===== config.mk =====
export PLATFORM = sky130hd
export DESIGN_NAME = keypad_scanner
export DESIGN_NICKNAME = d
export VERILOG_FILES = /design/src/rtl/keypad_scanner.sv
export SDC_FILE = /design/constraint.sdc
export NUM_CORES = 1
export LEC_CHECK = 0
export CAP_MARGIN = 15
export CORE_ASPECT_RATIO = 1.1
export CORE_MARGIN = 2
export CORE_UTILIZATION = 40
export CTS_CLUSTER_DIAMETER = 40
export DETAILED_ROUTE_END_ITERATION = 16
export PLACE_DENSITY = 0.7
export SYNTH_ARGS = -nofsm -noshare
export SYNTH_HDL_FRONTEND = slang
export SYNTH_HIERARCHICAL = 1
export SYNTH_SLANG_ARGS = --single-unit

===== constraint.sdc =====
create_clock -name clk_27mhz -period 6.1 [get_ports clk_27mhz]
set_input_delay 0.61 -clock clk_27mhz [delete_from_list [all_inputs] [get_ports clk_27mhz]]
set_output_delay 0.61 -clock clk_27mhz [all_outputs]
set_load 0.02 [all_outputs]

===== src/rtl/keypad_scanner.sv =====
// 4x4 matrix keypad scanner: column rotation, per-key press/release debounce,
// and a registered single-cycle event carrying the key code.
`timescale 1ns/1ps

module keypad_sync_bit (
    input  logic clk_27mhz,
    input  logic reset_n,
    input  logic d,
    output logic q
);
    logic meta;

    // Reset to the pulled-up (released) level so the first scan sample never
    // mistakes the reset value for a pressed row.
    always_ff @(posedge clk_27mhz or negedge reset_n) begin
        if (!reset_n) begin
            meta <= 1'b1;
            q    <= 1'b1;
        end else begin
            meta <= d;
            q    <= meta;
        end
    end
endmodule

module keypad_scanner #(
    parameter int SCAN_DIV     = 27000,
    parameter int DEBOUNCE_CYC = 270000
) (
    input  logic       clk_27mhz,
    input  logic       reset_n,
    input  logic [3:0] row_n,
    output logic [3:0] col_n,
    output logic       key_pulse,
    output logic [3:0] key_code,
    output logic       key_is_digit,
    output logic [3:0] digit_value,
    output logic       key_held
);
    localparam int DIV_W = $clog2(SCAN_DIV);
    localparam int DEB_W = $clog2(DEBOUNCE_CYC);
    localparam logic [DIV_W-1:0] DIV_LAST = DIV_W'(SCAN_DIV - 1);
    localparam logic [DEB_W-1:0] DEB_LAST = DEB_W'(DEBOUNCE_CYC - 1);

    typedef enum logic [1:0] {
        ST_SCAN,
        ST_DEB_P,
        ST_PRESSED,
        ST_DEB_R
    } state_t;

    state_t           state;
    logic [3:0]       row_s;
    logic [1:0]       col_idx;
    logic [1:0]       col_nxt;
    logic [1:0]       lat_row;
    logic [DIV_W-1:0] div_cnt;
    logic [DEB_W-1:0] deb_cnt;
    logic             hit;
    logic [1:0]       hit_row;
    logic             lat_hi;
    logic [3:0]       lat_code;

    for (genvar r = 0; r < 4; r++) begin : g_sync
        keypad_sync_bit u_sync (
            .clk_27mhz (clk_27mhz),
            .reset_n   (reset_n),
            .d         (row_n[r]),
            .q         (row_s[r])
        );
    end

    function automatic logic [3:0] key_map(input logic [1:0] row, input logic [1:0] col);
        logic [3:0] code;
        case ({row, col})
            4'h0: code = 4'h1;
            4'h1: code = 4'h2;
            4'h2: code = 4'h3;
            4'h3: code = 4'hA;
            4'h4: code = 4'h4;
            4'h5: code = 4'h5;
            4'h6: code = 4'h6;
            4'h7: code = 4'hB;
            4'h8: code = 4'h7;
            4'h9: code = 4'h8;
            4'hA: code = 4'h9;
            4'hB: code = 4'hC;
            4'hC: code = 4'hE;
            4'hD: code = 4'h0;
            4'hE: code = 4'hF;
            default: code = 4'hD;
        endcase
        return code;
    endfunction

    // Walk rows from high to low so the lowest low row is the one left standing.
    always_comb begin
        hit     = 1'b0;
        hit_row = 2'd0;
        for (int r = 3; r >= 0; r--) begin
            if (!row_s[r]) begin
                hit     = 1'b1;
                hit_row = 2'(r);
            end
        end
    end

    assign col_nxt  = col_idx + 2'd1;
    assign lat_hi   = row_s[lat_row];
    assign lat_code = key_map(lat_row, col_idx);

    always_ff @(posedge clk_27mhz or negedge reset_n) begin
        if (!reset_n) begin
            state        <= ST_SCAN;
            col_idx      <= 2'd0;
            col_n        <= 4'b1110;
            lat_row      <= 2'd0;
            div_cnt      <= '0;
            deb_cnt      <= '0;
            key_pulse    <= 1'b0;
            key_is_digit <= 1'b0;
            key_held     <= 1'b0;
            key_code     <= 4'h0;
            digit_value  <= 4'h0;
        end else begin
            key_pulse    <= 1'b0;
            key_is_digit <= 1'b0;
            case (state)
                ST_SCAN: begin
                    if (div_cnt == DIV_LAST) begin
                        div_cnt <= '0;
                        if (hit) begin
                            lat_row <= hit_row;
                            deb_cnt <= '0;
                            state   <= ST_DEB_P;
                        end else begin
                            col_idx <= col_nxt;
                            col_n   <= ~(4'b0001 << col_nxt);
                        end
                    end else begin
                        div_cnt <= div_cnt + 1'b1;
                    end
                end
                ST_DEB_P: begin
                    if (lat_hi) begin
                        state   <= ST_SCAN;
                        div_cnt <= '0;
                        col_idx <= col_nxt;
                        col_n   <= ~(4'b0001 << col_nxt);
                    end else if (deb_cnt == DEB_LAST) begin
                        state     <= ST_PRESSED;
                        key_held  <= 1'b1;
                        key_pulse <= 1'b1;
                        key_code  <= lat_code;
                        if (lat_code <= 4'd9) begin
                            key_is_digit <= 1'b1;
                            digit_value  <= lat_code;
                        end
                    end else begin
                        deb_cnt <= deb_cnt + 1'b1;
                    end
                end
                ST_PRESSED: begin
                    if (lat_hi) begin
                        deb_cnt <= '0;
                        state   <= ST_DEB_R;
                    end
                end
                ST_DEB_R: begin
                    // Re-closing during release debounce resumes the hold with no new event.
                    if (!lat_hi) begin
                        state <= ST_PRESSED;
                    end else if (deb_cnt == DEB_LAST) begin
                        state    <= ST_SCAN;
                        key_held <= 1'b0;
                        div_cnt  <= '0;
                        col_idx  <= col_nxt;
                        col_n    <= ~(4'b0001 << col_nxt);
                    end else begin
                        deb_cnt <= deb_cnt + 1'b1;
                    end
                end
                default: state <= ST_SCAN;
            endcase
        end
    end
endmodule


==> results_dict.tcl <==
set metrics [dict create \
    r2r-end "div_cnt[9]$_DFFE_PN0P_" \
    grt_max_degree 64 \
    yosys.area.top_type "dfrtp_1" \
    clk-insertion-delay-late_ns 0.34 \
    post_cts_buffers 0 \
    p_leak_nw 1.61 \
    cts.sinks 63 \
    htreeDepth 3 \
    setup-tns-final_ns 0 \
    hold_violations 0 \
    final_cell_mix "52 x dfrtp_1, 30 x nand2_1, 29 x a21oi_1, 21 x o21ai_0, 19 x clkdlybuf4s50_1" \
    cp.arrival_ns 2.94 \
    routed_via_density 5.59 \
    hold_buffers 0 \
    nNetsFinal 364 \
    synth-async-reset-ratio 1.00 \
    yosysWarnings 6 \
    total_power_w 0.000754 \
    rows 34 \
    die_h_um 98.9 \
    worst-r2r-cell-count 4 \
    cts_tree "done" \
    ys_top_cells_by_area "dfrtp_1 40%, dfstp_2 8.8%, a21oi_1 4.4%" \
    setup_violations 0 \
    cts_buffers 9 \
    grt_overflow_total 0 \
    ys_seq_elements 63 \
    cap_violations 0 \
    synth_top_area_frac 0.398 \
    drc 0 \
    design_area_um2 3720 \
    max_freq_mhz 362 \
    rsz0062_at_grt "no" \
    final_common_cell "dfrtp_1" \
    area_delta_synth_final_pct 13.7 \
    ys_seq_area_frac 0.486 \
    vias 2586 \
    finalCriticalPeriod_ns 2.76 \
    drive_gt1_frac 0.121 \
    antenna_found_initial 0 \
    first_iter_violations 163 \
    p_per_area_nw_per_um2 203 \
    max-slew-margin-rel 0.339 \
    slew_viol_final 0 \
    fin_ws_ns 3.34 \
    status "complete, no violations" \
    first_pass_iters 5 \
    worstMarginPinSlew_ns 0.991 \
    min_path_type "reg2reg" \
    fp.dieW_um 90.3 \
    hpwl_um 4470 \
    die-area_um2 8920 \
    clk_pin_slew_ns 0.07 \
    dp_slack_ns 3.33 \
    crit_start "state[0]$_DFFE_PN0P_" \
    synth_cells 330 \
    worst-endpoint-required_ns 6.28 \
    grt_pass1_vias 2351 \
    hold-worst-slack_ns 0.356 \
    pin_count 21 \
    endpoint_kind "flop" \
    synth_edf_count 0 \
    routed_wl_um 6720 \
    synth.cell_area_um2 3270 \
    drtAntennaViolNets 0 \
    place_area_um2 3550 \
    synth_cell_types 47 \
    skew_ns 0.00893 \
    regToRegStartpoint "state[0]$_DFFE_PN0P_" \
    clk_path_buf_depth 2 \
    hold_depth 0 \
    start_util 0.414 \
    syn_avg_cell_area_um2 9.92 \
    period_share 0.453 \
    ir_worst_vdd_uv 110 \
    port_buffers 20 \
    syn_nets 344 \
    synth_ff_type "dfrtp_1" \
    wl_per_cell_um 14.5 \
    r2r_slack_ns 3.34 \
    track_usage 0.160 \
    diodes 0 \
    setup.worst_path.end "div_cnt[9]$_DFFE_PN0P_" \
    startpoint_type "flop" \
    crit_fanout 24 \
    cts-resized-gates 0 \
    gp_congestion 0.792 \
    core_area_um2 7910 \
    grt_first_pass_wirelength_um 11400 \
    crit_type "reg2reg" \
    cts_root_buf "clkbuf_8" \
]
synthesized netlist by cell type, types with 2 or more instances:
library cell	n
nand4_1	5
and4_1	4
nor2b_1	4
mux4_2	3
a21oi_1	29
nor2_1	14
dfstp_2	11
nand3_1	14
o31ai_1	5
buf_2	3
o211ai_1	3
o21ai_0	21
or4_1	3
xnor2_1	3
and3_1	8
nand2_1	30
nor4_1	2
dfrtp_1	52
mux2i_1	6
nand2b_1	4
mux2_2	7
a22o_1	2
ha_1	8
a31oi_1	16
nand4b_1	3
clkbuf_1	8
a41oi_1	4
or3_1	13
inv_1	15
and2_1	7
nor3_1	7
cell type report:
class	instances	area, µm²
fillers	754	4190
clock inverters	4	22.5
flip-flops and latches	63	1590
multi-input cells	239	1560
repair buffers	22	210
inverters	15	56.3
clock buffers	12	145
well taps	108	135
where the power goes:
group / switching, W / leakage, nW / total [W] / internal (W)
clock network: 0.000159 / 0.0861 / 0.000315 / 0.000157
logic: 0.0000101 / 0.698 / 0.0000143 / 0.00000421
registers: 0.00000181 / 0.827 / 0.000425 / 0.000423
total: 0.000170 / 1.61 / 0.000754 / 0.000583
worst max-delay path: stages (launching register included):
cell,delay [ns]
dfrtp_1,0.77
nand4bb_1,0.18
or4_1,0.63
a21oi_1,0.83
a31oi_1,0.18
state kept, by name, indices dropped and copies added, names as in the netlist, named ones only:
| register | cells |
|---|---|
| key_held | 1 |
| lat_row | 2 |
| key_pulse | 1 |
| g_sync.u_sync/q | 4 |
| div_cnt | 15 |
| col_n | 4 |
| state | 1 |
| key_code | 4 |
| deb_cnt | 19 |
| key_is_digit | 1 |
| col_idx | 2 |
| digit_value | 4 |
| g_sync.u_sync/meta | 4 |
per-layer routing:
| layer | share of wire | track usage | vias up | routed length (µm) |
|---|---|---|---|---|
| met5 | 0 | 0 | - | 0 |
| met4 | 0.019 | 0.0935 | 0 | 125 |
| met3 | 0.032 | 0.0298 | 11 | 216 |
| met2 | 0.47 | 0.241 | 44 | 3160 |
| met1 | 0.48 | 0.216 | 1270 | 3210 |
| li1 | - | - | 1261 | - |
worst min-delay path by stage:
stage | startpoint | endpoint
floorplan | reset_n | asynchronous set/reset pin
global placement | g_sync[1].u_sync/meta$_DFF_PN1_ | g_sync[1].u_sync/q$_DFF_PN1_
detailed placement | g_sync[0].u_sync/meta$_DFF_PN1_ | g_sync[0].u_sync/q$_DFF_PN1_
CTS | g_sync[0].u_sync/meta$_DFF_PN1_ | g_sync[0].u_sync/q$_DFF_PN1_
global route | g_sync[1].u_sync/meta$_DFF_PN1_ | g_sync[1].u_sync/q$_DFF_PN1_
finish | g_sync[1].u_sync/meta$_DFF_PN1_ | g_sync[1].u_sync/q$_DFF_PN1_
logic make-up after synthesis:
logic type	count (synthesis)	synth area share
AO/OA/AOI/OAI	87	0.162
XOR/XNOR	3	0.00803
adder cells (fa/ha/maj)	8	0.0306
buffers and inverters	28	0.0367
flip-flops	63	0.486
multiplexers	16	0.0631
AND/OR/NAND/NOR	125	0.214
stage by stage:
step,utilization,std cells
floorplan,-,330
global placement,0.449,447
detailed placement,0.449,447
CTS,0.470,463
global route,0.470,463
finish,0.470,463
Note: power is estimated with default switching activity, not from simulation.
